## src/rtl/cascade_logic_chain.sv

```systemverilog
// cascade_logic_chain: debounced switches feeding chained registered 4-input truth-table stages, one LED per stage plus settled flag
module cascade_logic_chain #(
  parameter int STAGES = 2,
  parameter logic [STAGES*16-1:0] TRUTH = {16'hFFFE, 16'h8000},
  parameter int DEBOUNCE = 4,
  localparam int SW_W = 3*STAGES+1
) (
  input  logic              clk,
  input  logic              reset,
  input  logic [SW_W-1:0]   sw,
  output logic [STAGES-1:0] led,
  output logic              settled
);
  localparam int CW = $clog2(DEBOUNCE)+1;
  localparam int SCW = $clog2(STAGES+1);
  logic [SW_W-1:0] s1, s2, db, db_nx;
  logic [CW-1:0] cnt [SW_W];
  logic [CW-1:0] cnt_nx [SW_W];
  logic [SCW-1:0] scnt;
  logic [STAGES:0] a_in;
  logic [3:0] sel [STAGES];
  logic chg;
  always_comb begin
    db_nx = db;
    cnt_nx = cnt;
    for (int k = 0; k < SW_W; k++) begin
      cnt_nx[k] = (s2[k] == db[k] || cnt[k] == CW'(DEBOUNCE-1)) ? '0 : cnt[k] + 1'b1;
      db_nx[k] = (s2[k] != db[k] && cnt[k] == CW'(DEBOUNCE-1)) ? s2[k] : db[k];
    end
  end
  assign chg = db_nx != db;
  assign a_in = {led, db[0]};
  always_comb begin
    for (int i = 0; i < STAGES; i++) sel[i] = {db[3*i+1 +: 3], a_in[i]};
  end
  always_ff @(posedge clk) begin
    if (reset) begin
      s1 <= '0;
      s2 <= '0;
      db <= '0;
      for (int k = 0; k < SW_W; k++) cnt[k] <= '0;
      led <= '0;
      scnt <= SCW'(STAGES);
      settled <= 1'b0;
    end else begin
      s1 <= sw;
      s2 <= s1;
      db <= db_nx;
      cnt <= cnt_nx;
      for (int i = 0; i < STAGES; i++) led[i] <= TRUTH[16*i + int'(sel[i])];
      scnt <= chg ? SCW'(STAGES) : (scnt != '0 ? scnt - 1'b1 : scnt);
      settled <= !chg && scnt == '0;
    end
  end
endmodule

```

## config.mk

```make
export PLATFORM = sky130hd
export DESIGN_NAME = cascade_logic_chain
export DESIGN_NICKNAME = d
export VERILOG_FILES = /design/src/rtl/cascade_logic_chain.sv
export SDC_FILE = /design/constraint.sdc
export NUM_CORES = 1
export LEC_CHECK = 0
export ABC_AREA = 1
export CAP_MARGIN = 0
export CORE_MARGIN = 3
export CORE_UTILIZATION = 60
export DETAILED_ROUTE_END_ITERATION = 16
export GPL_TIMING_DRIVEN = 0
export PLACE_DENSITY = 0.81
export SYNTH_ARGS = -nofsm -noshare
export SYNTH_HDL_FRONTEND = slang
export SYNTH_SLANG_ARGS = --single-unit
```

## constraint.sdc

```tcl
create_clock -name clk -period 2.7 [get_ports clk]
set_input_delay 0.54 -clock clk [delete_from_list [all_inputs] [get_ports clk]]
set_output_delay 0.54 -clock clk [all_outputs]
set_load 0.02 [all_outputs]
```

==> results.cfg <==
[status]
status = finished clean

[drt]
drt_first_pass_iters = 4
drtAntennaViolNets = 0
vias_per_cell = 4.865
drt_iter0_drc = 19
drcViolationCount = 0
wl_per_cell_um = 10.68
via_count = 1265
wl_um = 2776

[global_route]
grt.total_usage_pct = 19.85
grt_pass1_wl_um = 5216
grt-ovfl-total = 0
grt_max_degree = 15
antenna_found_initial = 0
grt_pass1_vias = 1289

[setup_path]
crit_path_start_kind = flip-flop
required_ns = 2.16
r2r_slack_ns = 1.39
crit_chain = clkdlybuf4s50_1
reg2reg_from = cnt[0]$_SDFF_PP0_
path_max_fanout = 2
ff2ff_path_depth = 7
path_buf_inv = 1
cp.arrival_ns = 1.34
critPathKind = flip-flop to primary output
regToRegEndpoint = settled$_SDFF_PP0_
cp-startpoint = led[0]$_SDFF_PP0_
cpMaxStageDelayCell = clkdlybuf4s50_1
crit_path_max_incr_delay_ns = 0.61
cp_top_family = buffers and inverters
cp.depth = 1
end_kind = primary output

[cells_and_area]
area_growth_pct = 13.32
stdcell_count = 260
nets = 253
final_area_um2 = 1991
n_fill_cell = 214
drive_gt1_share_pct = 6.522
antennaDiodeCount = 0
regArea_um2 = 940.9
multi_input_area_um2 = 624.3

[die]
pin_count = 12
die_h_um = 60.11
chipWidth_um = 60.11
row_count = 18
dieArea_um2 = 3613
core_um2 = 2635
start_util_pct = 66.67

[timing]
tns_ns = 0
fin_ws_ns = 0.8203
fin_worst_skew_ns = 0.006401
period_needed_ns = 1.880
hold_violations = 0
fmax_mhz = 532.0
finalMaxSlewViolations = 0
tightest_slew_ns = 0.2857
grt_setup_unrepaired = no
slew_headroom_pct = 80.89
fin_crit_sh_pct = 69.62
setup_viol = 0

[logic_synthesis]
synth_largest_area_cell = dfxtp_1
netlist_instances = 211
synthesis.area_um2 = 1757
async_reset_ff_share_pct = 0
synth-main-ff-cell = dfxtp_1
synth_warnings = 0
synth_top_cell_area_share_pct = 53.56
synthTopCellsByArea = dfxtp_1 54%, ha_1 11%, inv_1 9.4%
yosysSeqAreaShare_pct = 53.56
synth-edff-count = 0
synth_fp_nets = 235
ys_seq_elements = 47
yosys-top-cells-count = 47 x dfxtp_1, 44 x inv_1, 44 x nor2_1, 20 x nand2_1
netlist-cell-type-count = 15
yosysMostFrequentCell = dfxtp_1
avgSynthCellArea_um2 = 8.326

[clocking]
cts_post_setup_buffers_inserted = 0
root_buffer = clkbuf_4
clk_path_buf_depth = 2
cts_buffers = 5
cts_resized = 0
htreeDepth = 2
cts_hold_buf = 0
cts_sinks = 47
clk_latency_ns = 0.36
cts_tree = built
cts.clk_slew.worst_paths_ns = 0.13

[power]
p_seq_share_pct = 57.7
intPower_uw = 992.9
p_total_mw = 1.276
switchingPower_uw = 282.7
swShare_pct = 22.17
power_frac_clock_pct = 33.8
peakVddDrop_mv = 0.6945
cellPowerDensity_nw_per_um2 = 640.8
p_leak_nw = 0.9215
combPwrFrac_pct = 8.5

[placed_design]
place.port_buffers = 11
post-place-ws_ns = 0.9813
finalWeightedCongestion = 0.7402
dp.cells = 252
dp_hpwl_um = 2188
dpl_cell_area_um2 = 1904

[hold_path]
holdPathStages = 2
hold_path_end = s2[0]$_SDFF_PP0_
hp-start = s1[0]$_SDFF_PP0_
hold_path.class = flip-flop to flip-flop

[flow_run]
max-cap-violations = 0
cell type report:
cell class / instances / share of cell area (%)
sequential: 47 / 47.27
clock buffer: 6 / 2.577
timing repair buffer: 11 / 5.531
tap: 30 / 1.886
clock inverter: 2 / 1.760
inverter: 46 / 8.674
buffer: 2 / 0.9428
multi-input combinational: 116 / 31.36
cell families (layout without fill, tap and decap cells):
group                      count (synthesis)  after routing  synth area share, %
xor gates and xnor gates                   1              1               0.4987
DFF                                       47             47                53.56
adders and majority gates                 15             15                10.68
AOI/OAI and AO/OA                         16             16                4.559
buffers and inverters                     48             67                10.90
and+or+nand+nor                           84             84                19.80
registers in the layout, summed over array words and instances, names as in the netlist:
register and count:
cnt 21, settled 1, s1 7, s2 7, db 7, scnt 2
led 2
through the flow:
step	utilization, %	hold slack (ns)
4_1_cts	75.55	0.4125
3_3_place_gp	72.27	0.3944
3_5_place_dp	72.27	0.3949
6_report	75.55	0.4126
5_1_grt	75.55	0.4316
2_1_floorplan	-	0.3883
power by group through the flow:
| stage | sequential, mW | combinational, mW | clock (mW) |
|---|---|---|---|
| 4_1_cts | 0.736 | 0.110 | 0.442 |
| 3_3_place_gp | 0.750 | 0.102 | 0 |
| 6_report | 0.736 | 0.108 | 0.432 |
| 3_5_place_dp | 0.752 | 0.113 | 0 |
| 5_1_grt | 0.740 | 0.132 | 0.477 |
| 2_1_floorplan | 0.753 | 0.0718 | 0 |
per-layer routing:
| metal | track usage (%) | part of all wire, % |
|---|---|---|
| met1 | 20.21 | 41 |
| met2 | 35.19 | 52 |
| met3 | 7.775 | 4.5 |
| met4 | 9.177 | 2.1 |
| met5 | 0 | 0 |
worst max-delay path by stage:
| stage | slack (ns) | end |
|---|---|---|
| 2_1_floorplan | 1.58 | scnt[0]$_SDFFE_PP0N_ |
| 3_3_place_gp | 1.01 | settled$_SDFF_PP0_ |
| 3_5_place_dp | 0.98 | s1[5]$_SDFF_PP0_ |
| 4_1_cts | 0.80 | led[0] |
| 5_1_grt | 0.75 | led[0] |
| 6_report | 0.82 | led[0] |
cells in the final DEF (no fill, tap or decap), drive strengths merged:
| master | instances |
|---|---|
| dfxtp | 47 |
| inv | 46 |
| nor2 | 46 |
| nand2 | 20 |
| nand3 | 16 |
| ha | 15 |
| clkdlybuf4s50 | 11 |
| o21ai | 8 |
| a21oi | 8 |
| clkbuf | 6 |
| nor3 | 2 |
| buf | 2 |
| xor2 | 1 |
| clkinv | 1 |
| bufinv | 1 |
Note: power is estimated with default switching activity, not from simulation.
